===== config.mk =====
export PLATFORM = sky130hd
export DESIGN_NAME = occupancy_display_flat
export DESIGN_NICKNAME = d
export VERILOG_FILES = /design/src/rtl/parking_pkg.sv /design/src/rtl/occupancy_display_if.sv /design/src/rtl/seg7_decoder.sv /design/src/rtl/occupancy_display.sv /design/src/flat_wrapper.sv
export SDC_FILE = /design/constraint.sdc
export NUM_CORES = 1
export LEC_CHECK = 0
export BUFFER_PORTS_ARGS = -buffer_cell sky130_fd_sc_hd__buf_4
export CAP_MARGIN = 5
export CORE_UTILIZATION = 55
export CTS_CLUSTER_SIZE = 16
export DETAILED_ROUTE_END_ITERATION = 12
export GPL_ROUTABILITY_DRIVEN = 0
export PLACE_DENSITY_LB_ADDON = 0.2
export SETUP_SLACK_MARGIN = 0.15
export SYNTH_ARGS = -nofsm -noshare
export SYNTH_HDL_FRONTEND = slang
export SYNTH_HIERARCHICAL = 1
export SYNTH_SLANG_ARGS = --single-unit

===== constraint.sdc =====
create_clock -name clk -period 2.6 [get_ports clk]
set_input_delay 0.26 -clock clk [delete_from_list [all_inputs] [get_ports clk]]
set_output_delay 0.26 -clock clk [all_outputs]
set_load 0.02 [all_outputs]

===== src/rtl/parking_pkg.sv =====
// Shared types, segment encodings and digit-split helper for the parking-lot display.
package parking_pkg;

   localparam int unsigned MAX_CARS = 15;

   typedef logic [6:0] seg_t;        // {g,f,e,d,c,b,a}, active-low
   typedef logic [1:0] digit_idx_t;

   typedef struct packed {
      logic [3:0] tens;
      logic [3:0] units;
   } bcd_t;

   localparam seg_t SEG_0     = 7'b1000000;
   localparam seg_t SEG_1     = 7'b1111001;
   localparam seg_t SEG_2     = 7'b0100100;
   localparam seg_t SEG_3     = 7'b0110000;
   localparam seg_t SEG_4     = 7'b0011001;
   localparam seg_t SEG_5     = 7'b0010010;
   localparam seg_t SEG_6     = 7'b0000010;
   localparam seg_t SEG_7     = 7'b1111000;
   localparam seg_t SEG_8     = 7'b0000000;
   localparam seg_t SEG_9     = 7'b0010000;
   localparam seg_t SEG_DASH  = 7'b0111111;
   localparam seg_t SEG_BLANK = 7'b1111111;

   // Values never exceed 15, so the tens digit is at most 1.
   function automatic bcd_t split_bcd(input logic [3:0] v);
      bcd_t r;
      if (v >= 4'd10) begin
         r.tens  = 4'd1;
         r.units = v - 4'd10;
      end else begin
         r.tens  = 4'd0;
         r.units = v;
      end
      return r;
   endfunction

endpackage


===== src/rtl/occupancy_display_if.sv =====
// Occupancy input from the counting block and the display/status outputs.
interface occupancy_display_if;
   logic [3:0]          no_cars;
   logic [3:0]          an;
   parking_pkg::seg_t   seg;
   logic                dp;
   logic                lot_full;
   logic                lot_empty;

   modport master (output no_cars, input  an, seg, dp, lot_full, lot_empty);
   modport slave  (input  no_cars, output an, seg, dp, lot_full, lot_empty);
endinterface


===== src/rtl/seg7_decoder.sv =====
// Digit-to-segment decoder; blank flag or non-decimal digit turns all segments off.
module seg7_decoder
   import parking_pkg::*;
(
   input  logic [3:0] i_digit,
   input  logic       i_blank,
   output seg_t       o_seg_c
);

   always_comb begin
      o_seg_c = SEG_BLANK;
      if (!i_blank) begin
         case (i_digit)
            4'd0:    o_seg_c = SEG_0;
            4'd1:    o_seg_c = SEG_1;
            4'd2:    o_seg_c = SEG_2;
            4'd3:    o_seg_c = SEG_3;
            4'd4:    o_seg_c = SEG_4;
            4'd5:    o_seg_c = SEG_5;
            4'd6:    o_seg_c = SEG_6;
            4'd7:    o_seg_c = SEG_7;
            4'd8:    o_seg_c = SEG_8;
            4'd9:    o_seg_c = SEG_9;
            default: o_seg_c = SEG_BLANK;
         endcase
      end
   end

endmodule


===== src/rtl/occupancy_display.sv =====
// Four-digit multiplexed occupancy/free-space display with full/empty status flags.
module occupancy_display
   import parking_pkg::*;
#(
   parameter int unsigned CAPACITY    = 12,
   parameter int unsigned REFRESH_DIV = 50_000,
   parameter int unsigned BLINK_DIV   = 25_000_000
)(
   input  logic               clk,
   input  logic               reset,
   occupancy_display_if.slave bus
);

   localparam int unsigned REF_W   = (REFRESH_DIV > 1) ? $clog2(REFRESH_DIV) : 1;
   localparam int unsigned BLINK_W = (BLINK_DIV > 1)   ? $clog2(BLINK_DIV)   : 1;
   localparam logic [3:0]  CAP4    = 4'(CAPACITY);

   logic [3:0]         r_count;
   logic               r_lot_full;
   logic               r_lot_empty;
   logic [REF_W-1:0]   r_ref_cnt;
   digit_idx_t         r_digit_idx;
   logic [BLINK_W-1:0] r_blink_cnt;
   logic               r_blink_phase;
   logic [3:0]         r_an;
   seg_t               r_seg;
   logic               r_dp;

   logic               w_full;
   logic [3:0]         w_free;
   bcd_t               w_occ;
   bcd_t               w_free_bcd;
   logic [3:0]         w_digit;
   logic               w_blank;
   logic               w_dash;
   seg_t               w_dec_seg;

   assign w_full     = (r_count == CAP4);
   assign w_free     = CAP4 - r_count;
   assign w_occ      = split_bcd(r_count);
   assign w_free_bcd = split_bcd(w_free);

   // Input register with silent clamp, plus status flags one cycle behind it.
   always_ff @(posedge clk or posedge reset) begin
      if (reset) begin
         r_count     <= 4'd0;
         r_lot_full  <= 1'b0;
         r_lot_empty <= 1'b1;
      end else begin
         r_count     <= (bus.no_cars > CAP4) ? CAP4 : bus.no_cars;
         r_lot_full  <= w_full;
         r_lot_empty <= (r_count == 4'd0);
      end
   end

   always_ff @(posedge clk or posedge reset) begin
      if (reset) begin
         r_ref_cnt   <= '0;
         r_digit_idx <= 2'd0;
      end else if (r_ref_cnt == REF_W'(REFRESH_DIV - 1)) begin
         r_ref_cnt   <= '0;
         r_digit_idx <= r_digit_idx + 2'd1;
      end else begin
         r_ref_cnt   <= r_ref_cnt + REF_W'(1);
      end
   end

   // Parked at the visible phase while not full so each full episode starts with dashes.
   always_ff @(posedge clk or posedge reset) begin
      if (reset) begin
         r_blink_cnt   <= '0;
         r_blink_phase <= 1'b1;
      end else if (!w_full) begin
         r_blink_cnt   <= '0;
         r_blink_phase <= 1'b1;
      end else if (r_blink_cnt == BLINK_W'(BLINK_DIV - 1)) begin
         r_blink_cnt   <= '0;
         r_blink_phase <= ~r_blink_phase;
      end else begin
         r_blink_cnt   <= r_blink_cnt + BLINK_W'(1);
      end
   end

   always_comb begin
      w_digit = 4'd0;
      w_blank = 1'b0;
      w_dash  = 1'b0;
      case (r_digit_idx)
         2'd0: w_digit = w_occ.units;
         2'd1: begin
            w_digit = w_occ.tens;
            w_blank = (w_occ.tens == 4'd0);
         end
         2'd2: begin
            w_digit = w_free_bcd.units;
            w_dash  = w_full;
         end
         default: begin
            w_digit = w_free_bcd.tens;
            w_blank = (w_free_bcd.tens == 4'd0);
            w_dash  = w_full;
         end
      endcase
   end

   seg7_decoder u_dec (
      .i_digit (w_digit),
      .i_blank (w_blank),
      .o_seg_c (w_dec_seg)
   );

   always_ff @(posedge clk or posedge reset) begin
      if (reset) begin
         r_an  <= 4'b1111;
         r_seg <= SEG_BLANK;
         r_dp  <= 1'b1;
      end else begin
         r_an  <= ~(4'b0001 << r_digit_idx);
         r_seg <= w_dash ? (r_blink_phase ? SEG_DASH : SEG_BLANK) : w_dec_seg;
         r_dp  <= (r_digit_idx != 2'd2);
      end
   end

   assign bus.an        = r_an;
   assign bus.seg       = r_seg;
   assign bus.dp        = r_dp;
   assign bus.lot_full  = r_lot_full;
   assign bus.lot_empty = r_lot_empty;

endmodule


===== src/flat_wrapper.sv =====
// flat-port wrapper written by rule: the top's interface ports become plain ports
module occupancy_display_flat import parking_pkg::*;
#(
   parameter int unsigned CAPACITY    = 12,
   parameter int unsigned REFRESH_DIV = 50_000,
   parameter int unsigned BLINK_DIV   = 25_000_000
)
  (clk, reset, bus_no_cars, bus_an, bus_seg, bus_dp, bus_lot_full, bus_lot_empty);
  occupancy_display_if bus_i ();
  input  logic clk;
  input  logic reset;
  input wire logic [$bits(bus_i.no_cars)-1:0] bus_no_cars;
  output wire logic [$bits(bus_i.an)-1:0] bus_an;
  output wire logic [$bits(bus_i.seg)-1:0] bus_seg;
  output wire logic [$bits(bus_i.dp)-1:0] bus_dp;
  output wire logic [$bits(bus_i.lot_full)-1:0] bus_lot_full;
  output wire logic [$bits(bus_i.lot_empty)-1:0] bus_lot_empty;
  assign bus_i.no_cars = bus_no_cars;
  assign bus_an = bus_i.an;
  assign bus_seg = bus_i.seg;
  assign bus_dp = bus_i.dp;
  assign bus_lot_full = bus_i.lot_full;
  assign bus_lot_empty = bus_i.lot_empty;
  occupancy_display #(.CAPACITY(CAPACITY), .REFRESH_DIV(REFRESH_DIV), .BLINK_DIV(BLINK_DIV)) u_core (.clk(clk), .reset(reset), .bus(bus_i));
endmodule

# Yosys cells after proc, flatten, opt, wreduce, memory -nomap -nowiden
# Memories as Yosys holds them, arrays and structs flattened.
# Index checks and enable logic that the tools add are counted.
op_classes:
  addsub: 6
  order_cmp: 3
  eq_ne: 7
  shift: 1
  n_mux: 14
  bitwise: 2
  reduce_logical: 6
op_table:
  columns: ["cell", "count"]
  rows:
  - ["25-bit 2-to-1 mux", 2]
  - ["25-bit by 1-bit adder with 25-bit output (second input constant)", 1]
  - ["25-bit == test (second input constant)", 1]
  - ["7-bit 2-to-1 mux", 3]
  - ["16-bit by 1-bit adder with 16-bit output (second input constant)", 1]
  - ["16-bit == test (second input constant)", 1]
  - ["16-bit 2-to-1 mux", 1]
  - ["4-bit zero test", 3]
  - ["4-bit case mux with 3 select lines", 1]
  - ["5-bit 2-to-1 mux", 2]
  - ["4-bit >= comparator (second input constant)", 2]
  - ["4-bit subtractor (second input constant)", 2]
  - ["4-bit == test (second input constant)", 1]
  - ["4-bit greater-than comparator (second input constant)", 1]
  - ["4-bit 2-to-1 mux", 1]
  - ["2-bit != test (second input constant)", 2]
  - ["4-bit NOT", 1]
  - ["2-bit OR reduction", 2]
  - ["1-bit by 2-bit left shift with 4-bit output (first input constant)", 1]
  - ["4-bit subtractor (first input constant)", 1]
  - ["1-bit 2-to-1 mux", 3]
  - ["2-bit by 1-bit adder with 2-bit output (second input constant)", 1]
  - ["2-bit by 1-bit == test with 1-bit output (second input constant)", 1]
  - ["2-bit == test (second input constant)", 1]
  - ["3 further kinds", 3]
totals:
  reg_bits: 62
  romBits: 112
  inputBits: 6
  output_inout_bits: 14
  elab_cells: 50
  memories: 1
memory_table:
  columns: ["memory", "words", "word_bits", "rd", "rd_ports_with_merged_regs", "wr", "line", "text"]
  rows:
  - ["(no name shown)", 16, 7, 1, 0, 0, "seg7_decoder.sv:13", "case (i_digit)"]

# Depth between registers and ports, before layout
logic_depth:
  word_depth: 7
  ltp_mapped: 13
  depth_no_buf: 13

# Cells and area by module
# Netlist, hierarchy kept.
by_module_without_submodules:
  columns: ["module", "n_inst", "cells_per_inst", "area_per_inst_um2", "seq_area_each_um2"]
  rows:
  - ["occupancy_display", 1, 290, 3002.9, 1542.7]
  - ["seg7_decoder", 1, 33, 235.2, 0.0]

# Worst setup path after synthesis
# Ideal clock, no wire load.
synth_path:
  path_type: "register to register"
  from: "register u_core.r_count[1]"
  to: "register u_core.r_seg[3], in the netlist u_core/bus.seg[3]"
  setup_ns: 0.084
  arrival_time_ns: 2.416
  required_time_ns: 2.516
  slack_ns: 0.100
  path_stages_with_launch: 13
  path_buffers: 0
  period_less_slack_ns: 2.500
  path_cell_list: "dfrtp_1 > inv_1 > ha_1 > xor2_1 > inv_1 > ha_1 > nor2_1 > mux2i_1 > o21ai_0 > nand2b_4 > nor3b_2 > a21oi_1 > nand2b_1"
synth_via:
  elab_chain_cells: 7
  elab_cells_between_ends: 16
  classes_between: "add/sub: 3; order compare: 2; eq/ne: 1; mux: 7; reduce/logical: 2; memory: 1"
synth_lines:
  columns: ["element", "line", "text"]
  rows:
  - ["from (decl)", "occupancy_display.sv:18", "logic [3:0] r_count;"]
  - ["from (signal assigned)", "occupancy_display.sv:50", "r_count <= (bus.no_cars > CAP4) ? CAP4 : bus.no_cars;"]
  - ["4-bit subtractor", "occupancy_display.sv:39", "assign w_free = CAP4 - r_count;"]
  - ["4-bit subtractor / 4-bit >= comparator (equally long branches)", "parking_pkg.sv:32, parking_pkg.sv:30", null]
  - ["5-bit 2-to-1 mux", "parking_pkg.sv:30", "if (v >= 4'd10) begin"]
  - ["4-bit case mux with 3 select lines (*)", "occupancy_display.sv:88", "case (r_digit_idx)"]
  - ["named net u_core.w_digit[2]", "occupancy_display.sv:33", "logic [3:0] w_digit;"]
  - ["memory 16 x 7 bit (*)", null, null]
  - ["7-bit 2-to-1 mux (*)", "seg7_decoder.sv:12", "if (!i_blank) begin"]
  - ["named net u_core.w_dec_seg[3]", "occupancy_display.sv:36", "seg_t w_dec_seg;"]
  - ["7-bit 2-to-1 mux (*)", "occupancy_display.sv:119", "r_seg <= w_dash ? (r_blink_phase ? SEG_DASH : SEG_BLANK) : w_dec_seg;"]
  - ["to (signal assigned)", "occupancy_display.sv:119", null]
  - ["to (decl)", "occupancy_display.sv:26", "seg_t r_seg;"]
# Mark *: on every way through the listed nets, which the timed path passes. The rest lies on a longest branch.
# A chain may end at the register's enable or synchronous reset.

# Worst setup path after layout
layout_path:
  from: "register u_core.r_count[2]"
  to: "register u_core.r_seg[2], in the netlist u_core/bus.seg[2]"
layout_via:
  elab_chain_cells: 7
  elab_cells_between_ends: 16
  classes_between: "add/sub: 3; order compare: 2; eq/ne: 1; mux: 7; reduce/logical: 2; memory: 1"
layout_lines:
  columns: ["element", "line"]
  rows:
  - ["4-bit subtractor", "occupancy_display.sv:39"]
  - ["4-bit >= comparator", "parking_pkg.sv:30"]
  - ["5-bit 2-to-1 mux", "parking_pkg.sv:30"]
  - ["4-bit case mux with 3 select lines (*)", "occupancy_display.sv:88"]
  - ["named net u_core.w_digit[1]", "occupancy_display.sv:33"]
  - ["memory 16 x 7 bit (*)", null]
  - ["7-bit 2-to-1 mux (*)", "seg7_decoder.sv:12"]
  - ["named net u_core.w_dec_seg[2]", "occupancy_display.sv:36"]
  - ["7-bit 2-to-1 mux (*)", "occupancy_display.sv:119"]
# Marks and branches as above.

==> impl_metrics.sql <==
INSERT INTO impl_metrics (metric_group, metric, value, unit) VALUES
('run_status', 'outcome', 'complete, no violations', ''),
('detailed_routing', 'routed_wire_length_per_instance', '13.4', 'um'),
('min_path', 'min_path_type', 'in2async', ''),
('layout', 'layout.cells.most_common', 'sky130_fd_sc_hd__dfrtp_1', ''),
('clock_tree', 'htreeDepth', '3', ''),
('timing', 'drv_slew', '0', ''),
('timing', 'worst-slew-pin-transition', '0.642', 'ns'),
('detailed_routing', 'drt_first_iter_violations', '114', ''),
('logic_synthesis', 'synth-warning-count', '6', ''),
('logic_synthesis', 'synth_enable_flop_cells', '0', ''),
('global_routing', 'antenna_found_initial', '0', ''),
('die', 'num_io_pins', '20', ''),
('clock_tree', 'cts_buffers', '9', ''),
('detailed_routing', 'final_antenna_net_count', '0', ''),
('global_routing', 'maximum_number_of_pins_on_one_net_before_global_route_repair', '34', ''),
('timing', 'skew', '0.00335', 'ns'),
('worst_setup_path', 'crit_buf_inv', '1', ''),
('clock_tree', 'ctsLongestPathBuffers', '2', ''),
('clock_tree', 'clk_root_buffer_cell', 'sky130_fd_sc_hd__clkbuf_8', ''),
('layout', 'post_layout_nonfiller_instances', '426', ''),
('logic_synthesis', 'postSynthNetCount', '347', ''),
('worst_setup_path', 'critical_path_at', '2.60', 'ns'),
('clock_tree', 'clock-sinks', '61', ''),
('logic_synthesis', 'synth_seq_area_share', '47.6', '%'),
('power', 'p_leak', '1.66', 'nW'),
('worst_setup_path', 'critical_path.endpoint_type', 'flop', ''),
('logic_synthesis', 'synth_cells', '323', ''),
('logic_synthesis', 'synth.area.top_cells', 'sky130_fd_sc_hd__dfrtp_1 37%, sky130_fd_sc_hd__dfstp_2 11%, sky130_fd_sc_hd__ha_1 7.0%, sky130_fd_sc_hd__xnor2_1 5.1%, sky130_fd_sc_hd__xor2_1 5.1%', ''),
('clock_tree', 'clkTransAtPathRegs', '0.07', 'ns'),
('power', 'power_density', '580', 'nW/um^2'),
('timing', 'slew-limit-headroom', '57.2', '%'),
('worst_setup_path', 'critical_path.max_stage_delay', '0.47', 'ns'),
('worst_setup_path', 'worstSetupStartpointType', 'flop', ''),
('timing', 'sum_neg_setup_slack', '0', 'ns'),
('global_routing', 'groute.usage.overall', '20.9', '%'),
('clock_tree', 'cts_hold_buffers', '0', ''),
('timing', 'fin_crit', '2.34', 'ns'),
('global_routing', 'sum_of_overflow_across_all_layers_after_global_routing', '0', ''),
('placement', 'place.port_buffers', '19', ''),
('die', 'fp-row-count', '27', ''),
('die', 'chipHeight', '78.7', 'um'),
('detailed_routing', 'dr_total_vias', '2285', ''),
('logic_synthesis', 'synth_area_leader_cell', 'sky130_fd_sc_hd__dfrtp_1', ''),
('worst_setup_path', 'path_max_fanout', '6', ''),
('placement', 'hpwl', '3.89', 'mm'),
('logic_synthesis', 'postSynth.asyncResetShare', '100', '%'),
('worst_setup_path', 'criticalPathCategory', 'reg2reg', ''),
('timing', 'grt_setup_unrepaired', 'false', ''),
('detailed_routing', 'route.final.wire_length', '5.73', 'mm'),
('power', 'power.ir.vdd_worst', '466', 'uV'),
('worst_setup_path', 'critical_path_s_top_delay_family', 'flip-flops', ''),
('timing', 'setup_viol', '0', ''),
('logic_synthesis', 'number_of_flip_flops_and_latches_in_the_synthesized_netlist', '61', ''),
('detailed_routing', 'viasPerCell', '5.36', ''),
('die', 'floorplan.core_area', '5570', 'sq um'),
('die', 'initial_core_util', '58.1', '%'),
('job', 'maxCapViolCount', '0', ''),
('layout', 'design.final.nets', '373', ''),
('logic_synthesis', 'post_synthesis_mean_instance_area', '10.0', 'sq um'),
('global_routing', 'grt_pass1_vias', '2218', ''),
('placement', 'place.detailed.instances', '409', ''),
('clock_tree', 'clk_latency', '0.34', 'ns'),
('logic_synthesis', 'post_synth_num_cell_types', '44', ''),
('detailed_routing', 'detailedRoute.firstPassIterationCount', '4', ''),
('worst_setup_path', 'critical_path_required', '2.86', 'ns'),
('logic_synthesis', 'post_synth_instance_area', '3240', 'sq um'),
('clock_tree', 'tritoncts', 'built', ''),
('global_routing', 'wire_length_of_the_first_global_routing_pass', '9.81', 'mm'),
('layout', 'antennaDiodeCount', '0', ''),
('detailed_routing', 'detail_route.drc_violations', '0', ''),
('timing', 'report.final.hold_viol_count', '0', '');
report_power, final:
group          total [W]  switching [W]  internal [W]
combinational   0.000243       0.000139      0.000104
sequential      0.000997      0.0000110      0.000986
clock           0.000934       0.000370      0.000563
total            0.00217       0.000520       0.00165
final timing paths:
check	startpoint	endpoint	slack [ns]	depth (start not counted)
min in group clk	bus_no_cars[2]	u_core/r_count[2]	0.04	1
hold / removal	reset	u_core/r_ref_cnt[0]	0.009	2
setup / recovery	u_core/r_count[2]	u_core/bus.seg[2]	0.26	11
max in group asynchronous	reset	u_core/bus.seg[1]	1.93	3
hold reg to reg	u_core/r_blink_cnt[0]	u_core/r_blink_cnt[0]	0.48	1
setup reg to reg	u_core/r_count[2]	u_core/bus.seg[2]	0.26	11
registers in the layout, summed over array words and instances (netlist names):
| register | count |
|---|---|
| u_core/r_blink_cnt | 25 |
| u_core/bus.an | 4 |
| u_core/r_ref_cnt | 16 |
| u_core/r_digit_idx | 2 |
| u_core/r_blink_phase | 1 |
| u_core/bus.lot_full | 1 |
| u_core/bus.lot_empty | 1 |
| u_core/bus.seg | 7 |
| u_core/r_count | 4 |
logic make-up (layout without fill, tap and decap cells):
group / Yosys count / count (layout) / share of synthesized area (%)
multiplexers: 5 / 5 / 1.55
XOR/XNOR: 38 / 38 / 10.3
buffers and inverters: 28 / 59 / 4.56
adder cells (fa/ha/maj): 18 / 18 / 6.96
AO/OA/AOI/OAI: 31 / 31 / 5.64
flip-flops: 61 / 61 / 47.6
AND/OR/NAND/NOR: 142 / 142 / 23.4
what timing repair did:
action                     CTS  global route
buffers inserted             0             1
pin swaps                    0             1
gates cloned                 0             0
resized for setup            6            12
hold endpoints to repair     0             0
setup endpoints to repair    7             7
worst reg2reg max path, stage by stage (launching register included):
cell                       delay, ns
sky130_fd_sc_hd__dfrtp_2        0.47
sky130_fd_sc_hd__ha_1           0.24
sky130_fd_sc_hd__a21oi_2        0.18
sky130_fd_sc_hd__xnor2_2        0.18
sky130_fd_sc_hd__mux2i_1        0.26
sky130_fd_sc_hd__o21ai_1        0.11
sky130_fd_sc_hd__buf_4          0.17
sky130_fd_sc_hd__ha_1           0.19
sky130_fd_sc_hd__nor2b_1        0.13
sky130_fd_sc_hd__o22ai_1        0.13
sky130_fd_sc_hd__nand2b_1       0.06
sky130_fd_sc_hd__nand2b_1       0.13
Yosys cell counts (all sizes together) (2+ instances only):
library cell	n
xnor2	19
dfrtp	48
xor2	19
dfstp	13
a21oi	10
nor3b	2
o211ai	2
nor4	4
ha	18
nand4	11
nand2b	15
clkbuf	3
mux2i	5
o21ai	11
and3	9
nor2	42
nand2	23
a21boi	2
buf	6
nor2b	2
nor3	10
nand3	18
inv	19
metrics by stage:
step	util, %	hold WS, ns	area (sq um)	setup slack, ns	total power (W)
finish	67.2	0.00878	3750	0.263	0.00217
floorplan	-	0.358	3240	0.158	0.00117
global placement	61.7	0.388	3440	0.116	0.00123
global route	67.2	0.0130	3750	0.141	0.00228
detailed placement	61.7	0.389	3440	-0.0417	0.00123
CTS	66.2	0.0142	3690	0.156	0.00218
routing by layer:
metal  track usage, %  share of wire [%]  up-vias
met5                0                  0        -
met4             8.33                2.0        0
met3             8.62                4.0       12
met2             33.4                 48       43
met1             25.1                 46     1097
li1                 -                  -     1133
area by class of cell:
type / instances / area, sq um
Inverter: 19 / 71.3
Timing Repair Buffer: 24 / 193
Clock inverter: 6 / 86.3
Multi-Input combinational cell: 234 / 1620
Fill cell: 443 / 1830
Tap cell: 72 / 90.1
Clock buffer: 10 / 138
Sequential cell: 61 / 1540
Power figures use the tool's default switching activity.
